`src/rtl/lsu_mem_ctrl.sv`:
```
// Load/store sequencer between execute and a single-ported data memory.
// Optional bus-timeout trap enabled by defining LSU_TIMEOUT_EN.
module lsu_mem_ctrl #(
    parameter int TIMEOUT_CYCLES = 16
) (
    input  logic        i_clk,
    input  logic        i_rst_n,
    input  logic        i_req_valid,
    output logic        o_req_ready,
    input  logic        i_we,
    input  logic [2:0]  i_funct3,
    input  logic [31:0] i_addr,
    input  logic [31:0] i_wdata,
    output logic        o_done,
    output logic [31:0] o_rdata,
    output logic        o_trap,
    output logic [2:0]  o_trap_cause,
    output logic        o_mem_req,
    input  logic        i_mem_gnt,
    output logic        o_mem_we,
    output logic [31:0] o_mem_addr,
    output logic [31:0] o_mem_wdata,
    output logic [3:0]  o_mem_mask,
    input  logic        i_mem_rvalid,
    input  logic [31:0] i_mem_rdata
);

    typedef enum logic [1:0] {IDLE, ISSUE, WAIT_R, RESP} state_t;

    state_t      state_q, state_nx;
    logic [2:0]  f3_q;
    logic [1:0]  off_q;
    logic [2:0]  cause_q;
    logic [2:0]  cause_dec;
    logic        accept;
    logic        tmo_fire;

    // Illegal funct3 outranks misalignment; 0 means the access may proceed.
    function automatic logic [2:0] decode_cause(input logic we, input logic [2:0] f3,
                                                input logic [1:0] off);
        logic legal;
        logic mis;
        if (we)
            legal = (f3 == 3'b000) || (f3 == 3'b001) || (f3 == 3'b010);
        else
            legal = (f3 == 3'b000) || (f3 == 3'b001) || (f3 == 3'b010) ||
                    (f3 == 3'b100) || (f3 == 3'b101);
        case (f3[1:0])
            2'b01:   mis = off[0];
            2'b10:   mis = (off != 2'b00);
            default: mis = 1'b0;
        endcase
        if (!legal)
            decode_cause = 3'd3;
        else if (mis)
            decode_cause = we ? 3'd2 : 3'd1;
        else
            decode_cause = 3'd0;
    endfunction

    function automatic logic [31:0] store_data(input logic [2:0] f3, input logic [1:0] off,
                                               input logic [31:0] wdata);
        case (f3[1:0])
            2'b00:   store_data = 32'(wdata[7:0]) << {off, 3'b000};
            2'b01:   store_data = 32'(wdata[15:0]) << {off[1], 4'b0000};
            default: store_data = wdata;
        endcase
    endfunction

    function automatic logic [3:0] store_mask(input logic [2:0] f3, input logic [1:0] off);
        case (f3[1:0])
            2'b00:   store_mask = ~(4'b0001 << off);
            2'b01:   store_mask = off[1] ? 4'b0011 : 4'b1100;
            default: store_mask = 4'b0000;
        endcase
    endfunction

    function automatic logic [31:0] load_ext(input logic [2:0] f3, input logic [1:0] off,
                                             input logic [31:0] rdata);
        logic        [31:0] word;
        logic signed [7:0]  b;
        logic signed [15:0] h;
        logic signed [31:0] r;
        word = rdata >> {off, 3'b000};
        b    = word[7:0];
        h    = word[15:0];
        case (f3)
            3'b000:  r = b;
            3'b001:  r = h;
            3'b100:  r = {24'd0, word[7:0]};
            3'b101:  r = {16'd0, word[15:0]};
            default: r = word;
        endcase
        load_ext = r;
    endfunction

    assign accept    = (state_q == IDLE) && i_req_valid;
    assign cause_dec = decode_cause(i_we, i_funct3, i_addr[1:0]);

`ifdef LSU_TIMEOUT_EN
    localparam int CNT_W = $clog2(TIMEOUT_CYCLES) + 1;
    logic [CNT_W-1:0] cnt_q;
    logic             tmo;

    assign tmo      = (cnt_q == CNT_W'(TIMEOUT_CYCLES - 1));
    assign tmo_fire = tmo && (((state_q == ISSUE) && !i_mem_gnt) ||
                              ((state_q == WAIT_R) && !i_mem_rvalid));

    // Counter restarts on every state change, so ISSUE and WAIT_R each get a full budget.
    always_ff @(posedge i_clk) begin
        if (!i_rst_n)
            cnt_q <= '0;
        else if (state_nx != state_q)
            cnt_q <= '0;
        else if ((state_q == ISSUE) || (state_q == WAIT_R))
            cnt_q <= cnt_q + 1'b1;
    end
`else
    assign tmo_fire = 1'b0;
`endif

    always_ff @(posedge i_clk) begin
        if (!i_rst_n)
            state_q <= IDLE;
        else
            state_q <= state_nx;
    end

    always_comb begin
        state_nx = state_q;
        case (state_q)
            IDLE: begin
                if (i_req_valid)
                    state_nx = (cause_dec != 3'd0) ? RESP : ISSUE;
            end
            ISSUE: begin
                if (i_mem_gnt)
                    state_nx = o_mem_we ? RESP : WAIT_R;
                else if (tmo_fire)
                    state_nx = RESP;
            end
            WAIT_R: begin
                if (i_mem_rvalid || tmo_fire)
                    state_nx = RESP;
            end
            default: state_nx = IDLE;
        endcase
    end

    always_comb begin
        o_req_ready = 1'b0;
        o_mem_req   = 1'b0;
        o_done      = 1'b0;
        o_trap      = 1'b0;
        case (state_q)
            IDLE:  o_req_ready = 1'b1;
            ISSUE: o_mem_req   = 1'b1;
            RESP: begin
                o_done = 1'b1;
                o_trap = (cause_q != 3'd0);
            end
            default: ;
        endcase
    end

    assign o_trap_cause = cause_q;

    // Memory-side fields only change on a legal accept, so they stay stable until grant.
    always_ff @(posedge i_clk) begin
        if (!i_rst_n) begin
            f3_q        <= 3'd0;
            off_q       <= 2'd0;
            cause_q     <= 3'd0;
            o_mem_we    <= 1'b0;
            o_mem_addr  <= 32'd0;
            o_mem_wdata <= 32'd0;
            o_mem_mask  <= 4'b1111;
            o_rdata     <= 32'd0;
        end else begin
            if (accept) begin
                f3_q    <= i_funct3;
                off_q   <= i_addr[1:0];
                cause_q <= cause_dec;
                if (cause_dec == 3'd0) begin
                    o_mem_we    <= i_we;
                    o_mem_addr  <= {i_addr[31:2], 2'b00};
                    o_mem_wdata <= i_we ? store_data(i_funct3, i_addr[1:0], i_wdata) : 32'd0;
                    o_mem_mask  <= i_we ? store_mask(i_funct3, i_addr[1:0]) : 4'b1111;
                end
            end
            if ((state_q == WAIT_R) && i_mem_rvalid)
                o_rdata <= load_ext(f3_q, off_q, i_mem_rdata);
            if (tmo_fire)
                cause_q <= 3'd4;
        end
    end

endmodule

```
`config.mk`:
```
export PLATFORM = sky130hd
export DESIGN_NAME = lsu_mem_ctrl
export DESIGN_NICKNAME = d
export VERILOG_FILES = /design/src/rtl/lsu_mem_ctrl.sv
export SDC_FILE = /design/constraint.sdc
export NUM_CORES = 1
export LEC_CHECK = 0
export CORE_MARGIN = 3
export CORE_UTILIZATION = 30
export CTS_BUF_LIST = sky130_fd_sc_hd__clkbuf_4 sky130_fd_sc_hd__clkbuf_8 sky130_fd_sc_hd__clkbuf_16
export CTS_CLUSTER_SIZE = 12
export DETAILED_ROUTE_END_ITERATION = 6
export DONT_BUFFER_PORTS = 1
export PLACE_DENSITY_LB_ADDON = 0.08
export SKIP_LAST_GASP = 1
export SLEW_MARGIN = 20
export SYNTH_ARGS = -nofsm -noshare
export SYNTH_HDL_FRONTEND = slang
export SYNTH_SLANG_ARGS = --single-unit
```
`constraint.sdc`:
```
create_clock -name i_clk -period 3.8 [get_ports i_clk]
set_clock_uncertainty 0.05 [all_clocks]
set_input_delay 0.38 -clock i_clk [delete_from_list [all_inputs] [get_ports i_clk]]
set_output_delay 0.38 -clock i_clk [all_outputs]
set_load 0.05 [all_outputs]
```
## After elaboration in Yosys (flattened, before gate mapping)

Cells that the tools add are included.

- Bits in read-only memories: 0
- Output and inout bits: 108
- Input bits: 105
- Memories: 0
- Bits in latches: 0
- Memory bits (writable): 0
- Bits in registers: 109

- Bitwise gates (word level): 1
- Multiply operators: 0
- Eq/ne operators: 15
- Order comparisons: 0
- Div/mod/pow operators: 0
- Reduce and logical (&&, ||, !) cells: 16
- Muxes and demuxes: 21
- Add/subtract/negate cells: 0
- Shift-type cells: 4

Operators with widths:

| kind | number |
|---|---|
| $pmux 32 s4 | 1 |
| $pmux 32 s2 | 1 |
| $mux 32 | 1 |
| $shl 16x5->32 | 1 |
| $shl 8x5->32 | 1 |
| $shr 32x5->32 | 1 |
| $mux 2 | 7 |
| $eq 3x3->1 const B | 4 |
| $logic_not 3->1 | 3 |
| $mux 4 | 2 |
| $pmux 4 s2 | 1 |
| $eq 2x2->1 const B | 3 |
| $eq 3x1->1 const B | 2 |
| $mux 1 | 6 |
| $ne 2x2->1 const B | 3 |
| $pmux 2 s3 | 1 |
| $reduce_bool 3->1 | 2 |
| $eq 2x1->1 const B | 2 |
| $logic_not 2->1 | 2 |
| $logic_or 1x1->1 | 4 |
| $not 4->4 | 1 |
| $shl 1x2->4 const A | 1 |
| $eq 3x2->1 const B | 1 |
| $reduce_and 3->1 | 1 |
| other kinds (4) | 5 |

## Logic depth before layout (Yosys ltp)

Gate-level depths: netlist of the first run.

- Depth in word-level cells: 11
- Mapped depth: 8

## Worst setup path before layout of the first run

Ideal clock, no wire load.

- Path type: reg2reg
- From: reg state_q[0]
- To: reg o_mem_wdata[10]
- Setup slack: 1.627 ns
- Data arrival time: 2.007 ns
- Path buffers: 1
- Stages on the path, launching flop included: 7
- Period minus slack after synthesis: 2.173 ns
- Path through: dfxtp_1 > inv_1 > ha_1 > nand2_1 > o31a_2 > buf_4 > a22o_1

- Cells in the longest elaborated chain, start to end: 3

RTL lines:

| item | line | RTL |
|---|---|---|
| from (decl) | 30 | `state_t state_q, state_nx;` |
| from (signal assigned) | 126 | `state_q <= state_nx;` |
| $logic_not 2->1 | 97 | `assign accept = (state_q == IDLE) && i_req_valid;` |
| $logic_and 1x1->1 | 97 |  |
| $reduce_and 2->1 (no line) | n/a |  |
| to (signal assigned) | 187 | `o_mem_wdata <= i_we ? store_data(i_funct3, i_addr[1:0], i_wdata) : 32'd0;` |
| to (decl) | 22 | `output logic [31:0] o_mem_wdata,` |

No other way between the ends.
A chain may end at the register's enable or synchronous reset.

## Final worst setup path of the first run

- From: reg state_q[0]
- To: reg o_mem_mask[3]

- Cells in the longest elaborated chain, start to end: 3

RTL lines:

| item | line | RTL |
|---|---|---|
| $logic_not 2->1 | 97 |  |
| $logic_and 1x1->1 | 97 |  |
| $reduce_and 2->1 (no line) | n/a |  |
| to (signal assigned) | 188 | `o_mem_mask <= i_we ? store_mask(i_funct3, i_addr[1:0]) : 4'b1111;` |
| to (decl) | 23 | `output logic [3:0] o_mem_mask,` |

No other way between the ends.

==> results.md, run 1 <==
* Resize count post-CTS at 0
* Filler-free cell count of the finished design at 746
* Clock-pin slew reported for the worst setup and hold paths after clock tree synthesis at approximately 80 ps
* Yosys warning total at 0
* Placement Rows at 46
* Final Hold Slack at approximately 94 ps
* Core region area at about 16000 um^2
* Maximum operating frequency at roughly 0.38 GHz
* Portion of the post-synthesis area used by sequential elements at roughly 44%
* Hold Path Depth at 1
* Global-route usage over all layers at between 10% and 20%
* Mapped Cells at about 550
* CP Capture Type: flip-flop
* Relative slew margins at 42.9%
* Number of endpoints failing setup at the final stage at 0
* Required time at the endpoint of the critical path at between 3000 and 4000 ps
* Clock H-tree levels at 3
* Number of global-route vias before repair at ~3700
* Unrepaired setup endpoints after global routing: false
* Total half-perimeter wirelength after legalization and detailed placement at ~11000 um
* HP Class: in2reg
* Async set-or-reset flop fraction in the synthesized netlist at 0%
* Slew of the pin with the lowest slew margin at between 800 and 900 ps
* Buffers added on ports at 0
* Die Area at between 15000 and 20000 um^2
* Routed via count at around 4000
* Syn_area_per_cell at 8.96 um^2
* Number of synthesized register bits at ~110
* Reg2reg path depth at 6
* Clock Latency Late Sink at about 350 ps
* Starting density of the core at a little over 30%
* Horizontal extent of the die at ~130 um
* Count of max-cap constraint violations at 0
* Critical Path AT at about 2800 ps
* Largest net degree at the start of global routing at 90
* Area of the mapped netlist at 4950 um^2
* Area of the multi-input gates at about 2500 um^2
* Clock Tree Root: sky130_fd_sc_hd__clkbuf_16
* Routed wirelength normalized by instance count at 19.9 um
* Synthesis-to-finish area growth at 7.79%
* Startpoint class of the critical path: flip-flop
* Hold-fix buffer count after cts at 0
* Post-synthesis cell type count at a little under 50
* Antenna-violating nets left at 0
* Number of design rule violations left after detail routing at 0
* Leak pwr at 1.92 nW
* Setup repair bufs after CTS at 0
* Number of nets in the finished design at between 600 and 700
* Area share of the leading cell type in the synthesized netlist at between 40% and 50%
* Cell Count Post-Placement at 730
* Leftover overflow at the end of global routing at 0
* Inserted Clock Buffers at 9
* Result of the run: finished, final reports clean
* Post-DR vias/cell at 5.31
* Die Ht at roughly 130 um
* Sink Count at ~110
* Global-route wire length before repair at around 22000 um
* Largest voltage drop on the vdd net at 0.362 mV
* Time the worst path needs with I/O delays and setup at between 2000 and 3000 ps
* Worst-path fanout max at 14
* Final number of hold-violating endpoints at 0
* Sequential cell area at ~2200 um^2
* Largest cells by area after synthesis: sky130_fd_sc_hd__dfxtp_1, sky130_fd_sc_hd__mux2i_1, sky130_fd_sc_hd__nand2_1
* Total Neg Setup Slack at 0 ps
* Number of I/O pins at approximately 210
* Violation count after the first detailed-routing iteration at 308
* Leading area contributor after synthesis: sky130_fd_sc_hd__dfxtp_1
* Power Density at 630 nW/um^2
* Router iterations before antenna repair at 5
* Total routed wirelength at 14900 um
* Number of pins exceeding their max-slew limit in the final report at 0
* Most common flop cell mapped by yosys: sky130_fd_sc_hd__dfxtp_1
* Final cycle utilization of the critical path at 69.5%
* Number of flops mapped to enable cells by yosys at 0
* Initial antenna violation count at 0
* Filler cell count at 1746
* Clock tree from TritonCTS: built
* Diodes inserted at 0
* Fraction of final layout cells sized beyond drive strength 1 at about a tenth
* Critical path class: reg2reg
* Placer Congestion at 0.822
* CTS Buffer Depth at 2
* Core Util, Final at 33.3%
## path summary, 6_finish.rpt
path / slack [ps] / end / start
setup reg to reg: 1160 / o_mem_mask[3] / state_q[0]
hold reg to reg: 450 / off_q[0] / off_q[0]
hold / removal: 90 / o_mem_wdata[6] / i_wdata[6]
setup / recovery: 1160 / o_mem_mask[3] / state_q[0]
## critical path, cell delays in order (launching register included)
cell                      delay [ps]
sky130_fd_sc_hd__dfxtp_1         340
sky130_fd_sc_hd__inv_1           100
sky130_fd_sc_hd__ha_1            620
sky130_fd_sc_hd__o311a_1         320
sky130_fd_sc_hd__nand3_1         130
sky130_fd_sc_hd__or2_0           520
sky130_fd_sc_hd__o32a_1          460
## Yosys cell counts (2+ instances only)
library cell / instances
sky130_fd_sc_hd__o211ai_1: 8
sky130_fd_sc_hd__o32a_1: 2
sky130_fd_sc_hd__a21oi_1: 49
sky130_fd_sc_hd__mux2_2: 9
sky130_fd_sc_hd__or2_2: 2
sky130_fd_sc_hd__inv_1: 10
sky130_fd_sc_hd__nand2_1: 110
sky130_fd_sc_hd__o2bb2ai_1: 20
sky130_fd_sc_hd__nand3_1: 4
sky130_fd_sc_hd__a22o_1: 22
sky130_fd_sc_hd__a21oi_2: 10
sky130_fd_sc_hd__a22oi_1: 18
sky130_fd_sc_hd__o21a_1: 2
sky130_fd_sc_hd__mux2i_1: 45
sky130_fd_sc_hd__dfxtp_1: 108
sky130_fd_sc_hd__clkbuf_1: 26
sky130_fd_sc_hd__buf_4: 9
sky130_fd_sc_hd__ha_1: 7
sky130_fd_sc_hd__nor2b_1: 5
sky130_fd_sc_hd__nor2_1: 10
sky130_fd_sc_hd__and2_1: 3
sky130_fd_sc_hd__o21ai_0: 39
sky130_fd_sc_hd__a2bb2oi_1: 2
sky130_fd_sc_hd__buf_2: 7
## routing by layer
layer	vias up	GRT usage (%)	wire, um
met5	-	0	0
met4	0	5.43	191
met3	11	5.21	1310
met2	162	22.1	6470
met1	1878	21.8	6900
li1	1912	-	-
## logic make-up (layout without fill, tap and decap cells)
family	after synthesis	in the layout	share of synthesized area [%]
muxes	57	57	12.1
buffers and inverters	56	32	5.59
DFF	108	108	43.7
adders and majority gates	7	7	1.77
AOI/OAI and AO/OA	182	182	24.8
and+or+nand+nor	141	141	11.9
other	1	3	0.0758
## where the power goes
group,total (mW),internal [mW],switching [mW]
clock,0.937,0.503,0.434
combinational,0.700,0.239,0.461
sequential,1.72,1.26,0.468
## per-stage QoR
step                total power [mW]  setup WS (ps)  area, um^2
floorplan                       2.33           1630        4950
global placement                2.44           1240        5030
detailed placement              2.45           1160        5030
CTS                             3.40           1170        5330
global route                    3.53            971        5330
finish                          3.36           1160        5330
## cell type report
class	instances	area share, %
multi-input combinational	390	47.3
sequential	108	40.5
tap	216	5.07
clock buffer	12	5.00
inverter	11	0.774
timing repair buffer	5	0.704
clock inverter	4	0.563
## cell usage in the layout, fill, tap and decap left out, drive strengths merged, types with 2 or more instances in the layout
master,instances
nand2,111
and2,3
nor3,2
nand3,4
o31a,2
dfxtp,108
o211ai,8
nor2,10
ha,7
mux2,11
a22oi,18
o2bb2ai,20
buf,5
mux2i,45
a2bb2oi,2
inv,13
nor2b,5
o32a,2
o21a,2
or2,3
a21oi,59
o21ai,39
conb,3
a22o,22
or3,2
clkbuf,12
## sequential cells by signal, indices dropped and copies added (netlist names)
signal        cells
o_mem_wdata      32
o_rdata          32
o_mem_addr       30
o_mem_mask        4
f3_q              3
o_trap_cause      2
off_q             2
state_q           2
o_mem_we          1
(Power assumes the default switching activity.)
==> run 2, diff against run 1 <==
- ABC_AREA: not set -> 1
- clock period: 3.8 -> 2.3 ns (I/O delays scaled with it)
==> run 2 against run 1 <==
Utilization grew 2.3 points. Setup slack worse by 680 ps. Combinational power increased to 2.5 times the previous value. Maximum frequency grew 45%. Sequential share of layout area is 4.1 points lower. Sequential power rose by 70%. Critical path type unchanged. Critical endpoint is now o_mem_addr[9].
==> results.md, run 2 <==
* Horizontal extent of the die at approximately 140 um
* Most common flop cell mapped by yosys: sky130_fd_sc_hd__dfxtp_1
* Global-route wire length before repair at about 26000 um
* Clock tree from TritonCTS: built
* Fraction of final layout cells sized beyond drive strength 1 at 5.74%
* Total Neg Setup Slack at 0 ps
* Count of max-cap constraint violations at 0
* Largest net degree at the start of global routing at 68
* Design Power at between 6 and 7 mW
* Startpoint class of the critical path: flip-flop
* CP Capture Type: flip-flop
* Synthesis-to-finish area growth at 15.7%
* Slew of the pin with the lowest slew margin at 745 ps
* Mapped Cells at around 750
* Final cycle utilization of the critical path at between 70% and 80%
* Die Ht at approximately 140 um
* Leftover overflow at the end of global routing at 0
* Routed via count at a little under 5000
* Commonest cells after routing, fill and taps aside: sky130_fd_sc_hd__nand2_1, sky130_fd_sc_hd__dfxtp_1, sky130_fd_sc_hd__a21oi_1
* Number of flops mapped to enable cells by yosys at 0
* Placement Rows at 47
* Post-synthesis cell type count at 29
* Result of the run: finished, final reports clean
* Total routed wirelength at 17600 um
* Violation count after the first detailed-routing iteration at slightly below 300
* Number of pins exceeding their max-slew limit in the final report at 0
* Cell with the most instances after synthesis: sky130_fd_sc_hd__nand2_1
* Instance area after placement at around 5300 um^2
* Syn_area_per_cell at between 6 and 7 um^2
* Worst-path fanout max at 46
* Routed wirelength normalized by instance count at 17.8 um
* Clock Latency Late Sink at about 340 ps
* Number of nets in the finished design at around 880
* Unrepaired setup endpoints after global routing: false
* Global-route usage over all layers at 18.2%
* Post-DR vias/cell at 4.94
* Area share of the leading cell type in the synthesized netlist at between 40% and 50%
* Final number of hold-violating endpoints at 0
* Sink Count at between 100 and 150
* Number of global-route vias before repair at 4729
* Antenna-violating nets left at 0
* Portion of the post-synthesis area used by sequential elements at 42.1%
* Critical Path AT at a little over 2000 ps
* Number of I/O pins at between 200 and 250
* Buffers added on ports at 0
* Final design instance area without fill at 5930 um^2
* Leading cell type in the layout, fill and taps excluded: sky130_fd_sc_hd__nand2_1
* Total half-perimeter wirelength after legalization and detailed placement at approximately 13000 um
* Time the worst path needs with I/O delays and setup at ~1800 ps
* Filler-free cell count of the finished design at 986
* Initial antenna violation count at 0
* CTS Buffer Depth at 2
* Placer Congestion at ~0.86
* Maximum operating frequency at roughly 0.55 GHz
* Power Density at 1050 nW/um^2
* Leak pwr at approximately 2.6 nW
* Setup repair bufs after CTS at 0
* Final Hold Slack at approximately 32 ps
* Most frequent cells after synthesis: sky130_fd_sc_hd__nand2_1, sky130_fd_sc_hd__dfxtp_1, sky130_fd_sc_hd__a21oi_1
* Inserted Clock Buffers at 9
* Area of the mapped netlist at 5130 um^2
* Number of synthesized register bits at between 100 and 150
* HP Class: in2reg
* Filler cell count at between 1500 and 2000
* Largest cells by area after synthesis: sky130_fd_sc_hd__dfxtp_1, sky130_fd_sc_hd__nand2_1, sky130_fd_sc_hd__a21oi_1
* Relative slew margins at approximately half
* Diodes inserted at 0
* Leading area contributor after synthesis: sky130_fd_sc_hd__dfxtp_1
* Post-route worst setup slack at just under 500 ps
* Critical path class: reg2reg
* Required time at the endpoint of the critical path at about 2500 ps
* Core region area at 16600 um^2
* Number of endpoints failing setup at the final stage at 0
* Clock-pin slew reported for the worst setup and hold paths after clock tree synthesis at 70 ps
* Die Area at roughly 19000 um^2
* Async set-or-reset flop fraction in the synthesized netlist at 0%
* Largest voltage drop on the vdd net at a little under 0.4 mV
* Core Util, Final at a little over a third
* Cell Count Post-Placement at between 900 and 1000
* Register-to-register path setup slack at 480 ps
* Starting density of the core at just over 30%
* Clock H-tree levels at 3
* Registers with the most flip-flops: o_mem_wdata: 32 flops, o_rdata: 32 flops, o_mem_addr: 30 flops
* Clock Tree Root: sky130_fd_sc_hd__clkbuf_16
* Yosys warning total at 0
* Router iterations before antenna repair at 4
* Number of design rule violations left after detail routing at 0
* Worst slack after detailed placement at about 360 ps
-- run 2: changes by cell type in the layout (fill, tap and decap cells not counted), sizes merged, moves of 20 or more --
cell,delta
inv,+58
o2bb2ai,-20
a22o,-22
nand2,+147
dlygate4sd3,+32
a21oi,+24
mux2i,-45
nor2,+20
-- run 2: final cells by class --
cell class	instances	area, um^2	share of cell area, %
inverters	71	267	4.49
clock inverters	3	40.0	0.675
repair buffers	52	470	7.93
well taps	220	275	4.64
clock buffers	11	240	4.05
flip-flops and latches	108	2160	36.4
multi-input cells	521	2480	41.8
-- run 2: worst paths after layout --
check | end | depth (start not counted) | from
hold / removal | f3_q[0] | 2 | i_funct3[0]
setup / recovery | o_mem_addr[9] | 8 | state_q[0]
hold reg to reg | f3_q[0] | 2 | f3_q[0]
setup reg to reg | o_mem_addr[9] | 8 | state_q[0]
-- run 2: cells by family (layout without fill, tap and decap cells) --
kind of cell             Yosys count  after routing  share of synthesized area, %
flip-flops                       108            108                          42.1
buffers and inverters            120            137                          9.68
AO/OA/AOI/OAI                    199            199                          22.6
adder cells (fa/ha/maj)            7              7                          1.71
other                              1              3                        0.0731
AND/OR/NAND/NOR                  312            312                          23.8
-- run 2: routing by layer --
metal,vias to the layer above,global-route usage [%],share of wire (%)
met5,-,0,0
met4,0,5.94,1.6
met3,18,6.76,11
met2,183,28.6,45
met1,2235,23.0,43
li1,2437,-,-
-- run 2: worst max-delay path, stage by stage, from the launching register on --
cell and delay (ps):
sky130_fd_sc_hd__dfxtp_1 370, sky130_fd_sc_hd__inv_1 80, sky130_fd_sc_hd__ha_1 210, sky130_fd_sc_hd__nand2_1 80, sky130_fd_sc_hd__inv_1 90, sky130_fd_sc_hd__nand3_2 140
sky130_fd_sc_hd__buf_4 420, sky130_fd_sc_hd__nand2_1 110, sky130_fd_sc_hd__a21oi_1 160
-- run 2: what timing repair did --
item,CTS,global route
hold endpoints to repair,48,0
hold buffers,32,0
gates resized for setup,0,0
-- run 2: power by group --
group	internal, mW	switching [mW]
Combinational	0.550	1.20
Sequential	2.11	0.815
Clock	0.855	0.685
Total	3.52	2.70
